<file path="src/rtl/mic_capture_if.sv">
// Sequencer <-> reader/game-logic signal bundle for mic_capture_ctrl.
//   enable      : run sampling when high (from game logic)
//   rdStart     : one-cycle conversion request to the SPI reader
//   rdData      : reader sample, bit 15 ignored
//   rdStrobe    : reader data-valid, rdData valid while high
//   level       : peak amplitude of the last completed window
//   levelStrobe : one-cycle pulse when level/loud update
//   loud        : hysteretic loudness flag
//   timeoutErr  : sticky, a conversion timed out
//   overrunErr  : sticky, a tick arrived while a conversion was in flight
interface mic_capture_if;
    logic        enable;
    logic        rdStart;
    logic [15:0] rdData;
    logic        rdStrobe;
    logic [14:0] level;
    logic        levelStrobe;
    logic        loud;
    logic        timeoutErr;
    logic        overrunErr;

    // Controller side.
    modport master (
        input  enable, rdData, rdStrobe,
        output rdStart, level, levelStrobe, loud, timeoutErr, overrunErr
    );

    // Reader / game-logic side.
    modport slave (
        output enable, rdData, rdStrobe,
        input  rdStart, level, levelStrobe, loud, timeoutErr, overrunErr
    );
endinterface

</file>
<file path="src/rtl/mic_capture_ctrl.sv">
// Microphone capture sequencer: requests one conversion per sample period,
// tracks the DC baseline, peak-holds amplitude over a window of samples and
// reports the window level plus a hysteretic loud flag.
//   clk : system clock
//   rst : asynchronous active-high reset
//   bus : mic_capture_if.master (see interface for signal list)
module mic_capture_ctrl #(
    parameter int unsigned PERIOD      = 3125,
    parameter int unsigned TIMEOUT     = 2048,
    parameter int unsigned WINDOW_LOG2 = 5,
    parameter int unsigned BASE_SHIFT  = 6,
    parameter logic [14:0] THRESH_ON   = 15'h0400,
    parameter logic [14:0] THRESH_OFF  = 15'h0200
) (
    input  logic          clk,
    input  logic          rst,
    mic_capture_if.master bus
);
    localparam int unsigned CNT_W = $clog2(PERIOD);
    localparam int unsigned TO_W  = $clog2(TIMEOUT + 1);
    localparam int unsigned WIN_W = WINDOW_LOG2;

    typedef enum logic [1:0] {S_IDLE, S_START, S_WAIT, S_PROC} state_t;

    state_t             state_q, state_d;
    logic [CNT_W-1:0]   cnt_q;
    logic [TO_W-1:0]    to_q, to_d;
    logic [14:0]        samp_q, samp_d;
    logic [14:0]        base_q, base_d;
    logic               base_valid_q, base_valid_d;
    logic [14:0]        peak_q, peak_d;
    logic [WIN_W-1:0]   win_q, win_d;
    logic [14:0]        level_q, level_d;
    logic               level_stb_q, level_stb_d;
    logic               loud_q, loud_d;
    logic               rd_start_q, rd_start_d;
    logic               to_err_q, to_err_d;
    logic               ovr_err_q, ovr_err_d;

    logic               tick_c;
    logic signed [15:0] diff_c;
    logic [14:0]        amp_c;
    logic [14:0]        peak_new_c;
    logic [14:0]        base_upd_c;
    logic               unused_rd_bit15;

    assign unused_rd_bit15 = bus.rdData[15];

    // Sample-period counter; held at zero while sampling is disabled.
    assign tick_c = bus.enable && (cnt_q == CNT_W'(PERIOD - 1));

    always_ff @(posedge clk or posedge rst) begin
        if (rst) begin
            cnt_q <= '0;
        end else if (!bus.enable || tick_c) begin
            cnt_q <= '0;
        end else begin
            cnt_q <= cnt_q + CNT_W'(1);
        end
    end

    // Amplitude against the old baseline; baseline follows by diff>>>BASE_SHIFT.
    assign diff_c     = $signed({1'b0, samp_q}) - $signed({1'b0, base_q});
    assign amp_c      = !base_valid_q ? 15'd0 :
                        (diff_c[15] ? 15'(-diff_c) : diff_c[14:0]);
    assign peak_new_c = (amp_c > peak_q) ? amp_c : peak_q;
    assign base_upd_c = 15'($signed({1'b0, base_q}) + (diff_c >>> BASE_SHIFT));

    // Next-state and output logic.
    always_comb begin
        state_d      = state_q;
        to_d         = to_q;
        samp_d       = samp_q;
        base_d       = base_q;
        base_valid_d = base_valid_q;
        peak_d       = peak_q;
        win_d        = win_q;
        level_d      = level_q;
        level_stb_d  = 1'b0;
        loud_d       = loud_q;
        rd_start_d   = 1'b0;
        to_err_d     = to_err_q;
        ovr_err_d    = ovr_err_q;

        // A tick mid-conversion is dropped, only flagged.
        if (tick_c && (state_q != S_IDLE)) begin
            ovr_err_d = 1'b1;
        end

        case (state_q)
            S_IDLE: begin
                if (tick_c) begin
                    state_d    = S_START;
                    rd_start_d = 1'b1;
                end
            end
            S_START: begin
                to_d    = '0;
                state_d = S_WAIT;
            end
            S_WAIT: begin
                if (bus.rdStrobe) begin
                    samp_d  = bus.rdData[14:0];
                    state_d = S_PROC;
                end else if (to_q == TO_W'(TIMEOUT - 1)) begin
                    to_err_d = 1'b1;
                    state_d  = S_IDLE;
                end else begin
                    to_d = to_q + TO_W'(1);
                end
            end
            S_PROC: begin
                state_d = S_IDLE;
                if (!base_valid_q) begin
                    base_d       = samp_q;
                    base_valid_d = 1'b1;
                end else begin
                    base_d = base_upd_c;
                end
                peak_d = peak_new_c;
                win_d  = win_q + WIN_W'(1);
                // Last sample of the window: publish and restart the peak hold.
                if (win_q == '1) begin
                    level_d     = peak_new_c;
                    level_stb_d = 1'b1;
                    peak_d      = '0;
                    if (peak_new_c >= THRESH_ON) begin
                        loud_d = 1'b1;
                    end else if (peak_new_c < THRESH_OFF) begin
                        loud_d = 1'b0;
                    end
                end
            end
            default: state_d = S_IDLE;
        endcase
    end

    always_ff @(posedge clk or posedge rst) begin
        if (rst) begin
            state_q      <= S_IDLE;
            to_q         <= '0;
            samp_q       <= '0;
            base_q       <= '0;
            base_valid_q <= 1'b0;
            peak_q       <= '0;
            win_q        <= '0;
            level_q      <= '0;
            level_stb_q  <= 1'b0;
            loud_q       <= 1'b0;
            rd_start_q   <= 1'b0;
            to_err_q     <= 1'b0;
            ovr_err_q    <= 1'b0;
        end else begin
            state_q      <= state_d;
            to_q         <= to_d;
            samp_q       <= samp_d;
            base_q       <= base_d;
            base_valid_q <= base_valid_d;
            peak_q       <= peak_d;
            win_q        <= win_d;
            level_q      <= level_d;
            level_stb_q  <= level_stb_d;
            loud_q       <= loud_d;
            rd_start_q   <= rd_start_d;
            to_err_q     <= to_err_d;
            ovr_err_q    <= ovr_err_d;
        end
    end

    assign bus.rdStart     = rd_start_q;
    assign bus.level       = level_q;
    assign bus.levelStrobe = level_stb_q;
    assign bus.loud        = loud_q;
    assign bus.timeoutErr  = to_err_q;
    assign bus.overrunErr  = ovr_err_q;
endmodule
</file>
<file path="src/flat_wrapper.sv">
// flat-port wrapper written by rule: the top's interface ports become plain ports
module mic_capture_ctrl_flat 
#(
    parameter int unsigned PERIOD      = 3125,
    parameter int unsigned TIMEOUT     = 2048,
    parameter int unsigned WINDOW_LOG2 = 5,
    parameter int unsigned BASE_SHIFT  = 6,
    parameter logic [14:0] THRESH_ON   = 15'h0400,
    parameter logic [14:0] THRESH_OFF  = 15'h0200
)
  (clk, rst, bus_enable, bus_rdData, bus_rdStrobe, bus_rdStart, bus_level, bus_levelStrobe, bus_loud, bus_timeoutErr, bus_overrunErr);
  mic_capture_if bus_i ();
  input  logic clk;
  input  logic rst;
  input wire logic [$bits(bus_i.enable)-1:0] bus_enable;
  input wire logic [$bits(bus_i.rdData)-1:0] bus_rdData;
  input wire logic [$bits(bus_i.rdStrobe)-1:0] bus_rdStrobe;
  output wire logic [$bits(bus_i.rdStart)-1:0] bus_rdStart;
  output wire logic [$bits(bus_i.level)-1:0] bus_level;
  output wire logic [$bits(bus_i.levelStrobe)-1:0] bus_levelStrobe;
  output wire logic [$bits(bus_i.loud)-1:0] bus_loud;
  output wire logic [$bits(bus_i.timeoutErr)-1:0] bus_timeoutErr;
  output wire logic [$bits(bus_i.overrunErr)-1:0] bus_overrunErr;
  assign bus_i.enable = bus_enable;
  assign bus_i.rdData = bus_rdData;
  assign bus_i.rdStrobe = bus_rdStrobe;
  assign bus_rdStart = bus_i.rdStart;
  assign bus_level = bus_i.level;
  assign bus_levelStrobe = bus_i.levelStrobe;
  assign bus_loud = bus_i.loud;
  assign bus_timeoutErr = bus_i.timeoutErr;
  assign bus_overrunErr = bus_i.overrunErr;
  mic_capture_ctrl #(.PERIOD(PERIOD), .TIMEOUT(TIMEOUT), .WINDOW_LOG2(WINDOW_LOG2), .BASE_SHIFT(BASE_SHIFT), .THRESH_ON(THRESH_ON), .THRESH_OFF(THRESH_OFF)) u_core (.clk(clk), .rst(rst), .bus(bus_i));
endmodule
</file>
<file path="config.mk">
export PLATFORM = sky130hd
export DESIGN_NAME = mic_capture_ctrl_flat
export DESIGN_NICKNAME = d
export VERILOG_FILES = /design/src/rtl/mic_capture_if.sv /design/src/rtl/mic_capture_ctrl.sv /design/src/flat_wrapper.sv
export SDC_FILE = /design/constraint.sdc
export NUM_CORES = 1
export LEC_CHECK = 0
export ABC_AREA = 1
export ABC_CLOCK_PERIOD_IN_PS = 4500
export CORE_MARGIN = 2
export CORE_UTILIZATION = 35
export CTS_BUF_LIST = sky130_fd_sc_hd__clkbuf_8
export DETAILED_ROUTE_END_ITERATION = 8
export PLACE_DENSITY = 0.53
export REMOVE_ABC_BUFFERS = 1
export SLEW_MARGIN = 20
export SYNTH_ARGS = -nofsm -noshare
export SYNTH_HDL_FRONTEND = slang
export SYNTH_SLANG_ARGS = --single-unit
export TNS_END_PERCENT = 10
</file>
<file path="constraint.sdc">
create_clock -name clk -period 4.5 [get_ports clk]
set_input_delay 0.675 -clock clk [delete_from_list [all_inputs] [get_ports clk]]
set_output_delay 0.675 -clock clk [all_outputs]
set_load 0.02 [all_outputs]
</file>
==> impl_metrics.csv, run 1 <==
group,metric,value,unit
worst_setup_path,crit_arrival,4.41,ns
global_routing,grt_max_degree,49,
yosys,yosysTopAreaCell,"dfrtp_1",
yosys,netlist_top_cells_count,"nand2_1, inv_1, dfrtp_1",
yosys,synth_top_family_by_area,"simple AND/OR/NAND/NOR gates",
yosys,synth.mux.area_fraction,0,
sta,maxSlewHeadroom,0.504,
clock_network,path_clk_slew,0.10,ns
yosys,synth_area_leaders,"dfrtp_1, nand2_1, ha_1",
clock_network,cts_tree,"yes",
placed_design,dp_hpwl,12500,um
yosys,synth_fa_ha_area_frac,0.0933,
sta,clock_skew,0.0117,ns
worst_setup_path,crit_path_start_kind,"register",
clock_network,cts-htree-levels,3,
yosys,synth_cells,954,
sta,max_freq,245,MHz
clock_network,root_buffer,"clkbuf_8",
global_routing,grt_pass1_wl,27600,um
status,outcome,"complete, no violations",
routing,drtIter0Drc,321,
routing,drt-total-wl,16700,um
yosys,synth-async-reset-ratio,1.00,
sta,setup_tns,0,ns
sta,layout_min_cycle_time,4.08,ns
yosys,synth_xor_area_frac,0.0102,
clock_network,cts_buffers,9,
routing,drtPass1Iterations,4,
sta,hold_ws,0.480,ns
sta,slew_viol_final,0,
min_path,hp-class,"register to register",
final_layout,diodes,0,
clock_network,cts_sinks,97,
sta,hold_violations,0,
worst_setup_path,critPathMaxFanout,5,
floorplan,fp.dieH,144,um
worst_setup_path,cpMostUsedCell,"nand2_1",
final_layout,final_area,7800,um^2
final_layout,fin_nets,1068,
worst_setup_path,path_delay_family,"simple AND/OR/NAND/NOR gates",
yosys,avgSynthCellArea,7.20,um^2
worst_setup_path,worstSetupPathType,"register to register",
floorplan,start_util,0.355,
worst_setup_path,slowest_stage,"fa_1",
floorplan,die_area,20800,um^2
routing,vias,5962,
placed_design,placed_area,7570,um^2
yosys,synthDistinctLibCells,49,
clock_network,cts_hold_buf,0,
routing,drc,0,
yosys,synth_edf_count,0,
yosys,synth_flop_cell,"dfrtp_1",
final_layout,fillers,2029,
placed_design,globalplace.congestion,0.867,
yosys,ys_seq_area_frac,0.353,
placed_design,placement.io_buffers,38,
routing,post_drt_via_cell_ratio,4.70,
clock_network,clock_latency,0.39,ns
yosys,ys_seq_elements,97,
yosys,yosysWarnings,0,
yosys,synth_compound_area_frac,0.134,
yosys,syn-cell-area,6870,um^2
global_routing,track_usage,0.168,
sta,post-route-period-util,0.907,
worst_setup_path,end_kind,"register",
global_routing,grt_pass1_vias,5617,
final_layout,drive_gt1_frac,0.103,
floorplan,ios,40,
routing,wire_per_inst,13.1,um
clock_network,clk_path_buf_depth,2,
worst_setup_path,critical_path_required,4.83,ns
floorplan,fp.dieW,144,um
worst_setup_path,max_stage_delay,0.43,ns
yosys,yosysTopAreaCellShare,0.353,
sta,setup_viol,0,
global_routing,antenna_found_initial,0,
global_routing,overflow,0,
yosys,yosys.area_share.simple,0.311,
yosys,yosysMostFrequentCell,"nand2_1",
final_layout,area_growth,13.6,%
routing,ant_nets,0,
floorplan,core_area,19300,um^2
job,maxCapViolCount,0,
sta,tightest_slew,0.744,ns
floorplan,row_count,51,
worst_setup_path,crit_buf_inv,6,
through the flow:
step	setup slack [ns]	std cells	util
after floorplan	0.501	935	-
after global placement	0.299	1247	0.391
after detailed placement	0.241	1247	0.391
after CTS	0.225	1263	0.401
after global routing	-0.0132	1268	0.403
final	0.421	1268	0.403
routing by layer:
| metal | global-route usage | wire length, um |
|---|---|---|
| met5 | 0 | 0 |
| met4 | 0.0480 | 192 |
| met2 | 0.274 | 7490 |
| met3 | 0.0252 | 503 |
| met1 | 0.232 | 8470 |
final cells by class:
type	instances	area [um^2]	share of cell area
repair inverters	1	5.00	0.000642
inverters	157	596	0.0763
multi-input cells	681	3770	0.484
well taps	265	332	0.0425
clock buffers	11	151	0.0194
clock inverters	5	37.5	0.00481
flip-flops and latches	97	2430	0.311
repair buffers	51	478	0.0613
cell usage in the layout (no fill, tap or decap), types with 5 or more instances in the layout:
master,n
nor2_1,54
o21ai_1,13
inv_1,143
buf_4,13
nand2_2,24
o22ai_1,15
clkbuf_8,11
nand3b_1,6
clkdlybuf4s50_1,38
a21oi_1,55
nor3b_1,5
dfrtp_1,97
o21ai_0,49
nand3_2,11
nand2_1,248
nor3_1,13
o21bai_1,5
nand3_1,59
nand4_1,16
inv_2,10
nor2_2,7
xor2_1,5
ha_1,48
flip-flops by register name, indices dropped and copies added, names as in the netlist:
signal,count
u_core.base_q,15
u_core.bus.level,15
u_core.peak_q,15
u_core.samp_q,15
u_core.cnt_q,12
u_core.to_q,12
u_core.win_q,5
u_core.state_q,2
u_core.base_valid_q,1
u_core.bus.levelStrobe,1
u_core.bus.loud,1
u_core.bus.overrunErr,1
u_core.bus.rdStart,1
u_core.bus.timeoutErr,1
final timing paths:
check | depth (start not counted) | slack [ns] | startpoint | endpoint
worst min-delay path | 1 | 0.48 | u_core.win_q[3] | u_core.win_q[3]
max in group asynchronous | 3 | 2.99 | rst | u_core.base_q[12]
worst max-delay path | 30 | 0.42 | u_core.base_q[0] | u_core.bus.loud
worst min register to register | 1 | 0.48 | u_core.win_q[3] | u_core.win_q[3]
min in group asynchronous | 2 | 0.72 | rst | u_core.to_q[7]
worst max register to register | 30 | 0.42 | u_core.base_q[0] | u_core.bus.loud
logic make-up (layout without fill, tap and decap cells):
group                      Yosys count  in the layout
xor gates and xnor gates             8              8
DFF                                 97             97
adders and majority gates           50             50
and+or+nand+nor                    462            462
AOI/OAI and AO/OA                  161            161
buffers and inverters              176            225
what timing repair did:
item,4_1_cts,5_1_grt
endpoints found under the setup margin,0,18
resized for setup,0,7
buffers inserted,0,4
hold endpoints to repair,0,0
Power of run 1 is left out: the tool's default activity adds up to more than one toggle a clock period on the data nets, which glitch-free logic cannot reach.
==> run 2: changes to the inputs <==
--- a/config.mk
+++ b/config.mk
@@ -7,6 +7,7 @@
 export LEC_CHECK = 0
 export ABC_AREA = 1
 export ABC_CLOCK_PERIOD_IN_PS = 4500
+export CAP_MARGIN = 20
 export CORE_MARGIN = 2
 export CORE_UTILIZATION = 35
 export CTS_BUF_LIST = sky130_fd_sc_hd__clkbuf_8
==> results of run 2 <==
No change in the layout: final DEF, timing and power equal those of run 1.
Power of run 2 is left out for the same reason.
==> run 3: changes to the inputs <==
--- a/config.mk
+++ b/config.mk
@@ -14,6 +14,7 @@
 export DETAILED_ROUTE_END_ITERATION = 8
 export PLACE_DENSITY = 0.53
 export REMOVE_ABC_BUFFERS = 1
+export SKIP_CTS_REPAIR_TIMING = 1
 export SLEW_MARGIN = 20
 export SYNTH_ARGS = -nofsm -noshare
 export SYNTH_HDL_FRONTEND = slang
==> results of run 3 <==
No change in the layout: final DEF, timing and power equal those of run 1.
Power of run 3 is left out for the same reason.
